<file path="src/rtl/rtc_timekeeper.sv">
// Real-time clock core: prescaler, one-second tick, validated time set and 12/24h display mapping.
// Optional alarm comparator enabled by defining RTC_ALARM_EN.
module rtc_timekeeper #(
  parameter int WIDTH     = 6,
  parameter int DIV_MAX   = 49999999,
  parameter int DIV_WIDTH = 26
) (
  input  logic             clk,
  input  logic             reset,
  input  logic             en,
  input  logic             mode_12h,
  input  logic             set_valid,
  input  logic [WIDTH-1:0] set_sec,
  input  logic [WIDTH-1:0] set_min,
  input  logic [WIDTH-1:0] set_hrs,
`ifdef RTC_ALARM_EN
  input  logic             alarm_arm,
  input  logic [WIDTH-1:0] alarm_min,
  input  logic [WIDTH-1:0] alarm_hrs,
  output logic             alarm_hit,
`endif
  output logic             set_err,
  output logic             tick_sec,
  output logic [WIDTH-1:0] count_sec,
  output logic [WIDTH-1:0] count_min,
  output logic [WIDTH-1:0] count_hrs,
  output logic             pm,
  output logic             clr_sec,
  output logic             clr_min,
  output logic             clr_day
);

  localparam logic [DIV_WIDTH-1:0] DIV_TC = DIV_WIDTH'(DIV_MAX);

  logic [DIV_WIDTH-1:0] div_q;
  logic [5:0]           sec_q, min_q, sec_nxt, min_nxt;
  logic [4:0]           hr_q, hr_nxt, hr12;
  logic                 set_ok, due, sec_wrap, min_wrap, day_wrap;

  // Full-width range check so out-of-range upper bits are rejected, not truncated.
  always_comb begin
    set_ok   = (set_sec <= WIDTH'(59)) && (set_min <= WIDTH'(59)) && (set_hrs <= WIDTH'(23));
    due      = (div_q == DIV_TC);
    sec_wrap = (sec_q == 6'd59);
    min_wrap = sec_wrap && (min_q == 6'd59);
    day_wrap = min_wrap && (hr_q == 5'd23);
    sec_nxt  = sec_wrap ? 6'd0 : sec_q + 6'd1;
    min_nxt  = !sec_wrap ? min_q : (min_wrap ? 6'd0 : min_q + 6'd1);
    hr_nxt   = !min_wrap ? hr_q : (day_wrap ? 5'd0 : hr_q + 5'd1);
  end

`ifdef RTC_ALARM_EN
  logic alarm_match;
  // Internal time is always in range, so out-of-range alarm values can never compare equal.
  assign alarm_match = alarm_arm && sec_wrap &&
                       (WIDTH'(min_nxt) == alarm_min) && (WIDTH'(hr_nxt) == alarm_hrs);
`endif

  always_ff @(posedge clk or posedge reset) begin
    if (reset) begin
      div_q    <= '0;
      sec_q    <= '0;
      min_q    <= '0;
      hr_q     <= '0;
      set_err  <= 1'b0;
      tick_sec <= 1'b0;
      clr_sec  <= 1'b0;
      clr_min  <= 1'b0;
      clr_day  <= 1'b0;
`ifdef RTC_ALARM_EN
      alarm_hit <= 1'b0;
`endif
    end else begin
      set_err  <= 1'b0;
      tick_sec <= 1'b0;
      clr_sec  <= 1'b0;
      clr_min  <= 1'b0;
      clr_day  <= 1'b0;
`ifdef RTC_ALARM_EN
      alarm_hit <= 1'b0;
`endif
      if (set_valid) begin
        // A set cycle never ticks; a rejected set also leaves the prescaler parked.
        if (set_ok) begin
          sec_q <= set_sec[5:0];
          min_q <= set_min[5:0];
          hr_q  <= set_hrs[4:0];
          div_q <= '0;
        end else begin
          set_err <= 1'b1;
        end
      end else if (en) begin
        if (due) begin
          div_q    <= '0;
          sec_q    <= sec_nxt;
          min_q    <= min_nxt;
          hr_q     <= hr_nxt;
          tick_sec <= 1'b1;
          clr_sec  <= sec_wrap;
          clr_min  <= min_wrap;
          clr_day  <= day_wrap;
`ifdef RTC_ALARM_EN
          alarm_hit <= alarm_match;
`endif
        end else begin
          div_q <= div_q + DIV_WIDTH'(1);
        end
      end
    end
  end

  always_comb begin
    if (hr_q == 5'd0)       hr12 = 5'd12;
    else if (hr_q > 5'd12)  hr12 = hr_q - 5'd12;
    else                    hr12 = hr_q;
  end

  assign count_sec = WIDTH'(sec_q);
  assign count_min = WIDTH'(min_q);
  assign count_hrs = WIDTH'(mode_12h ? hr12 : hr_q);
  assign pm        = (hr_q >= 5'd12);

endmodule

</file>
<file path="config.mk">
export PLATFORM = sky130hd
export DESIGN_NAME = rtc_timekeeper
export DESIGN_NICKNAME = d
export VERILOG_FILES = /design/src/rtl/rtc_timekeeper.sv
export SDC_FILE = /design/constraint.sdc
export NUM_CORES = 1
export LEC_CHECK = 0
export CAP_MARGIN = 5
export CORE_MARGIN = 5
export CORE_UTILIZATION = 50
export DETAILED_ROUTE_END_ITERATION = 6
export GPL_TIMING_DRIVEN = 0
export PLACE_DENSITY = 0.75
export SYNTH_ARGS = -nofsm -noshare
export SYNTH_HDL_FRONTEND = slang
export SYNTH_SLANG_ARGS = --single-unit
export TNS_END_PERCENT = 20
</file>
<file path="constraint.sdc">
create_clock -name clk -period 5.04 [get_ports clk]
set_input_delay 1.008 -clock clk [delete_from_list [all_inputs] [get_ports clk]]
set_output_delay 1.008 -clock clk [all_outputs]
set_load 0.02 [all_outputs]
</file>
== Word level (Yosys, flattened, before mapping) ==
Cells that the tools add are included.

* Memory bits (read-only): 0
* Memory bits (writable): 0
* Memories: 0
* Bits in latches: 0
* Input port bits: 23
* Bits in registers: 48

* Divide/modulo/power cells: 0
* Mux-type cells: 38
* Eq/ne operators: 5
* Bitwise gates (word level): 0
* $mul: 0
* $add $sub $neg: 5
* Reduce and logical (&&, ||, !) cells: 13
* Shifts and indexed selects: 0
* $lt $le $gt $ge: 5

{| class="wikitable"
|+ Operators by type and width
! kind !! count
|-
| two-way mux 26 bit || 4
|-
| two-way mux 6 bit || 11
|-
| two-way mux 5 bit || 9
|-
| adder 26 x 1 -> 26 bit, second input constant || 1
|-
| == test 26 bit, second input constant || 1
|-
| two-way mux 1 bit || 14
|-
| adder 6 x 1 -> 6 bit, second input constant || 2
|-
| == test 6 bit, second input constant || 2
|-
| less-or-equal comparator 6 bit, second input constant || 2
|-
| AND reduction 4 bit || 2
|-
| nonzero test 2 bit || 4
|-
| less-or-equal comparator 6 x 5 -> 1 bit, second input constant || 1
|-
| adder 5 x 1 -> 5 bit, second input constant || 1
|-
| == test 5 bit, second input constant || 1
|-
| >= comparator 5 x 4 -> 1 bit, second input constant || 1
|-
| > comparator 5 x 4 -> 1 bit, second input constant || 1
|-
| zero test 5 bit || 1
|-
| subtractor 5 x 4 -> 5 bit, second input constant || 1
|-
| logical AND 1 bit || 4
|-
| AND reduction 3 bit || 1
|-
| != test 2 x 1 -> 1 bit, second input constant || 1
|-
| AND reduction 2 bit || 1
|}

== Depth between registers and ports, before layout ==
Gate-level depths: netlist of run 1.

* Word-level depth: 8
* Gate-level depth with buffers: 7
* Mapped depth without buffers: 6

== Least setup slack after synthesis of run 1 ==
OpenSTA, ideal clock, no wires.

* Path kind: in2out
* Start point: input port mode_12h
* End point: output port count_hrs[3]
* Setup slack: 2367 ps
* Stages: 3
* Data required time: 4032 ps
* Buffers on the path: 0
* Arrival: 1665 ps
* Path through: o21ai_0 -> nor2_1 -> o21ai_0

* Cells in the longest elaborated chain, start to end: 1

{| class="wikitable"
|+ Ends and longest elaborated chain
! item !! line !! RTL
|-
| start: declaration || 11 || <nowiki>input logic mode_12h,</nowiki>
|-
| two-way mux 5 bit || 120 || <nowiki>assign count_hrs = WIDTH'(mode_12h ? hr12 : hr_q);</nowiki>
|-
| end: declaration || 26 || <nowiki>output logic [WIDTH-1:0] count_hrs,</nowiki>
|}

No other way between the ends.

== Worst setup path after layout of run 1 ==
* Start point: input port mode_12h
* End point: output port count_hrs[4]

Same word-level chain as after synthesis.

==> results of run 1 <==
-- metrics by stage --
stage          instance area (um^2)  std cells
2_1_floorplan                  2910        332
4_1_cts                        3590        458
6_report                       3590        458
3_3_place_gp                   3450        449
3_5_place_dp                   3470        450
5_1_grt                        3590        458
-- power by group --
| group | internal [uW] | switching [uW] |
|---|---|---|
| combinational | 202 | 226 |
| clock | 162 | 132 |
| sequential | 440 | 74.5 |
-- per-layer routing --
metal,wire length [um],vias up
li1,-,1345
met1,3570,1388
met2,3520,110
met3,516,13
met4,114,0
met5,0,-
-- registers in the layout (all words and copies together) (netlist names) --
signal     cells
count_sec      6
tick_sec       1
count_min      6
clr_min        1
clr_day        1
hr_q           5
set_err        1
clr_sec        1
div_q         26
-- cell type report --
class,count,area share
plain buffers,15,0.0171
multi-input cells,252,0.441
flip-flops and latches,48,0.334
well taps,72,0.0251
clock inverters,2,0.0108
repair buffers,46,0.131
inverters,17,0.0178
clock buffers,6,0.0230
-- cells by family (layout without fill, tap and decap cells) --
logic type / after synthesis / after routing / synth area share
flip-flops: 48 / 48 / 0.413
adder cells (fa/ha/maj): 8 / 8 / 0.0344
XOR/XNOR: 13 / 13 / 0.0391
AO/OA/AOI/OAI: 78 / 78 / 0.171
AND/OR/NAND/NOR: 145 / 145 / 0.271
buffers and inverters: 32 / 86 / 0.0430
multiplexers: 7 / 7 / 0.0271
other: 1 / 1 / 0.00129
-- cells in the final DEF (no fill, tap or decap), types with 4 or more instances in the layout --
master | Yosys | final
dfrtp_1 | 48 | 48
clkdlybuf4s50_1 | 0 | 45
nor2_1 | 28 | 28
a21oi_1 | 23 | 23
nand3_1 | 21 | 21
nand2_1 | 20 | 20
o21ai_0 | 17 | 17
inv_1 | 17 | 16
nor3_1 | 14 | 14
clkbuf_1 | 11 | 11
nand4_1 | 9 | 9
and3_1 | 9 | 9
xnor2_1 | 9 | 9
nor4_1 | 8 | 8
ha_1 | 8 | 8
o31ai_1 | 7 | 7
or4_1 | 6 | 6
or3_1 | 6 | 6
clkbuf_8 | 0 | 6
and2_1 | 5 | 5
a22o_1 | 4 | 4
nor4b_1 | 4 | 4
o22ai_1 | 4 | 4
a31oi_1 | 4 | 4
xor2_1 | 4 | 4
-- worst paths after layout --
| check | startpoint | end | slack, ps | cells after the start |
|---|---|---|---|---|
| setup / recovery | mode_12h | count_hrs[4] | 1490 | 6 |
| hold / removal | div_q[15]$_DFFE_PP0P_ | div_q[15]$_DFFE_PP0P_ | 540 | 1 |
| setup reg to reg | div_q[0]$_DFFE_PP0P_ | div_q[21]$_DFFE_PP0P_ | 2440 | 7 |
| hold reg to reg | div_q[15]$_DFFE_PP0P_ | div_q[15]$_DFFE_PP0P_ | 540 | 1 |
| max in group asynchronous | reset | div_q[5]$_DFFE_PP0P_ | 3530 | 3 |
| min in group asynchronous | reset | tick_sec$_DFF_PP0_ | 1000 | 2 |
-- critical path, cell delays in order --
cell and delay, ps:
clkdlybuf4s50_1 530, nand2b_1 100, nor3_1 160, a21oi_1 60
nor2_1 90, clkdlybuf4s50_1 600
==> results.sh, run 1 <==
export IMPL_ys_seq_area_frac=0.413
export IMPL_fp_dieArea_um2=7450
export IMPL_layout_nets=416
export IMPL_multi_input_area_um2=1590
export IMPL_maxSlewHeadroom=0.390
export IMPL_drt_vias_per_instance=6.24
export IMPL_hold_buffers=0
export IMPL_use_met1=0.315
export IMPL_ioPinCount=47
export IMPL_cts_resized=0
export IMPL_power_leakage_uw=0.00148
export IMPL_antenna_found_initial=0
export IMPL_ir_drop_uv=237
export IMPL_top_usage_layer="met2"
export IMPL_fin_crit_ps=3550
export IMPL_yosys_cell_count_top_type="dfrtp_1"
export IMPL_clkSinkCount=48
export IMPL_clkLatencyLatePin_ps=300
export IMPL_critPathLaunchType="primary input"
export IMPL_fill_cells=483
export IMPL_post_route_worst_setup_slack_ps=1490
export IMPL_timing_fmax_mhz=282
export IMPL_synthDistinctLibCells=49
export IMPL_period_share=0.704
export IMPL_avgSynthCellArea_um2=8.77
export IMPL_crit_required_ps=4030
export IMPL_worstSetupEndpointType="output port"
export IMPL_place_ws_ps=1340
export IMPL_drtPass1Iterations=5
export IMPL_detail_route_antenna_nets=0
export IMPL_maxCapViolCount=0
export IMPL_met2_usage=0.343
export IMPL_grt_pass1_vias=2761
export IMPL_n_antenna_cell=0
export IMPL_num_vias=2856
export IMPL_grtUsageTotal=0.222
export IMPL_rsz0062_at_grt="no"
export IMPL_worst_pin_slew_ps=908
export IMPL_clock_root_buffer="clkbuf_8"
export IMPL_clk_pin_slew_ps=90
export IMPL_grt_max_degree=32
export IMPL_total_power_uw=1240
export IMPL_yosys_most_used_dff="dfrtp_1"
export IMPL_tritoncts="done"
export IMPL_syn_to_final_growth_pct=23.4
export IMPL_drive_above_1_share=0.0518
export IMPL_register_area_um2=1200
export IMPL_coreArea_um2=5570
export IMPL_clockBufferDepth=2
export IMPL_cts_max_level=2
export IMPL_synth_top_cells_by_area="dfrtp_1 (41%), a21oi_1 (4.0%), nand3_1 (3.6%)"
export IMPL_worstSetupPathType="in -> out"
export IMPL_drc=0
export IMPL_yosys_area_top_type="dfrtp_1"
export IMPL_initial_utilization=0.522
export IMPL_dieHeight_um=86.3
export IMPL_ys_ff_latch=48
export IMPL_skew_ps=6.66
export IMPL_grt_util_met3=0.0409
export IMPL_cts_buffers=5
export IMPL_fin_tns_setup_ps=0
export IMPL_synth_area_um2=2910
export IMPL_gr_total_overflow=0
export IMPL_setup_viol=0
export IMPL_maxSlewViolCount=0
export IMPL_async_flop_share=1.00
export IMPL_dp_hpwl_um=5740
export IMPL_synth_top_area_share=0.413
export IMPL_status="complete, no violations"
export IMPL_cp_arrival_ps=2540
export IMPL_routed_wl_um=7710
export IMPL_yosysWarnings=0
export IMPL_rows=27
export IMPL_synth_edf_count=0
export IMPL_synth_commonest_cells="dfrtp_1 (48), nor2_1 (28), a21oi_1 (23), nand3_1 (21), nand2_1 (20)"
export IMPL_timing_hold_ws_ps=541
export IMPL_syn_num_nets=363
export IMPL_min_delay_path_class="reg -> reg"
export IMPL_die_w_um=86.3
export IMPL_io_buffers=45
export IMPL_gp_congestion=0.964
export IMPL_drt_iter0_markers=311
export IMPL_avgRoutedWirePerCell_um=16.8
export IMPL_path_max_fanout=4
export IMPL_powerDensity_nw_per_um2=344
export IMPL_final_util=0.645
export IMPL_finalHoldViolations=0
export IMPL_synth_cells=332
export IMPL_grt_pass1_wl_um=13400
export IMPL_post_cts_buffers=0
(Power assumes the default switching activity.)
==> inputs of run 2 (changes only) <==
- clock period: 5.04 -> 3.71 ns (I/O delays scaled with it)
==> results of run 2 <==
Same layout as run 1 (identical final DEF). Status: complete, no violations.
Main changes from that run: setup slack after placement 1340 ps -> 276 ps; setup slack after layout 1490 ps -> 592 ps; start point of the critical path mode_12h -> set_min[3]; end point of the critical path count_hrs[4] -> div_q[5]$_DFFE_PP0P_; register-to-register setup slack 2440 ps -> 1110 ps; total power 1240 uW -> 1680 uW; worst IR drop on VDD 237 uV -> 322 uV
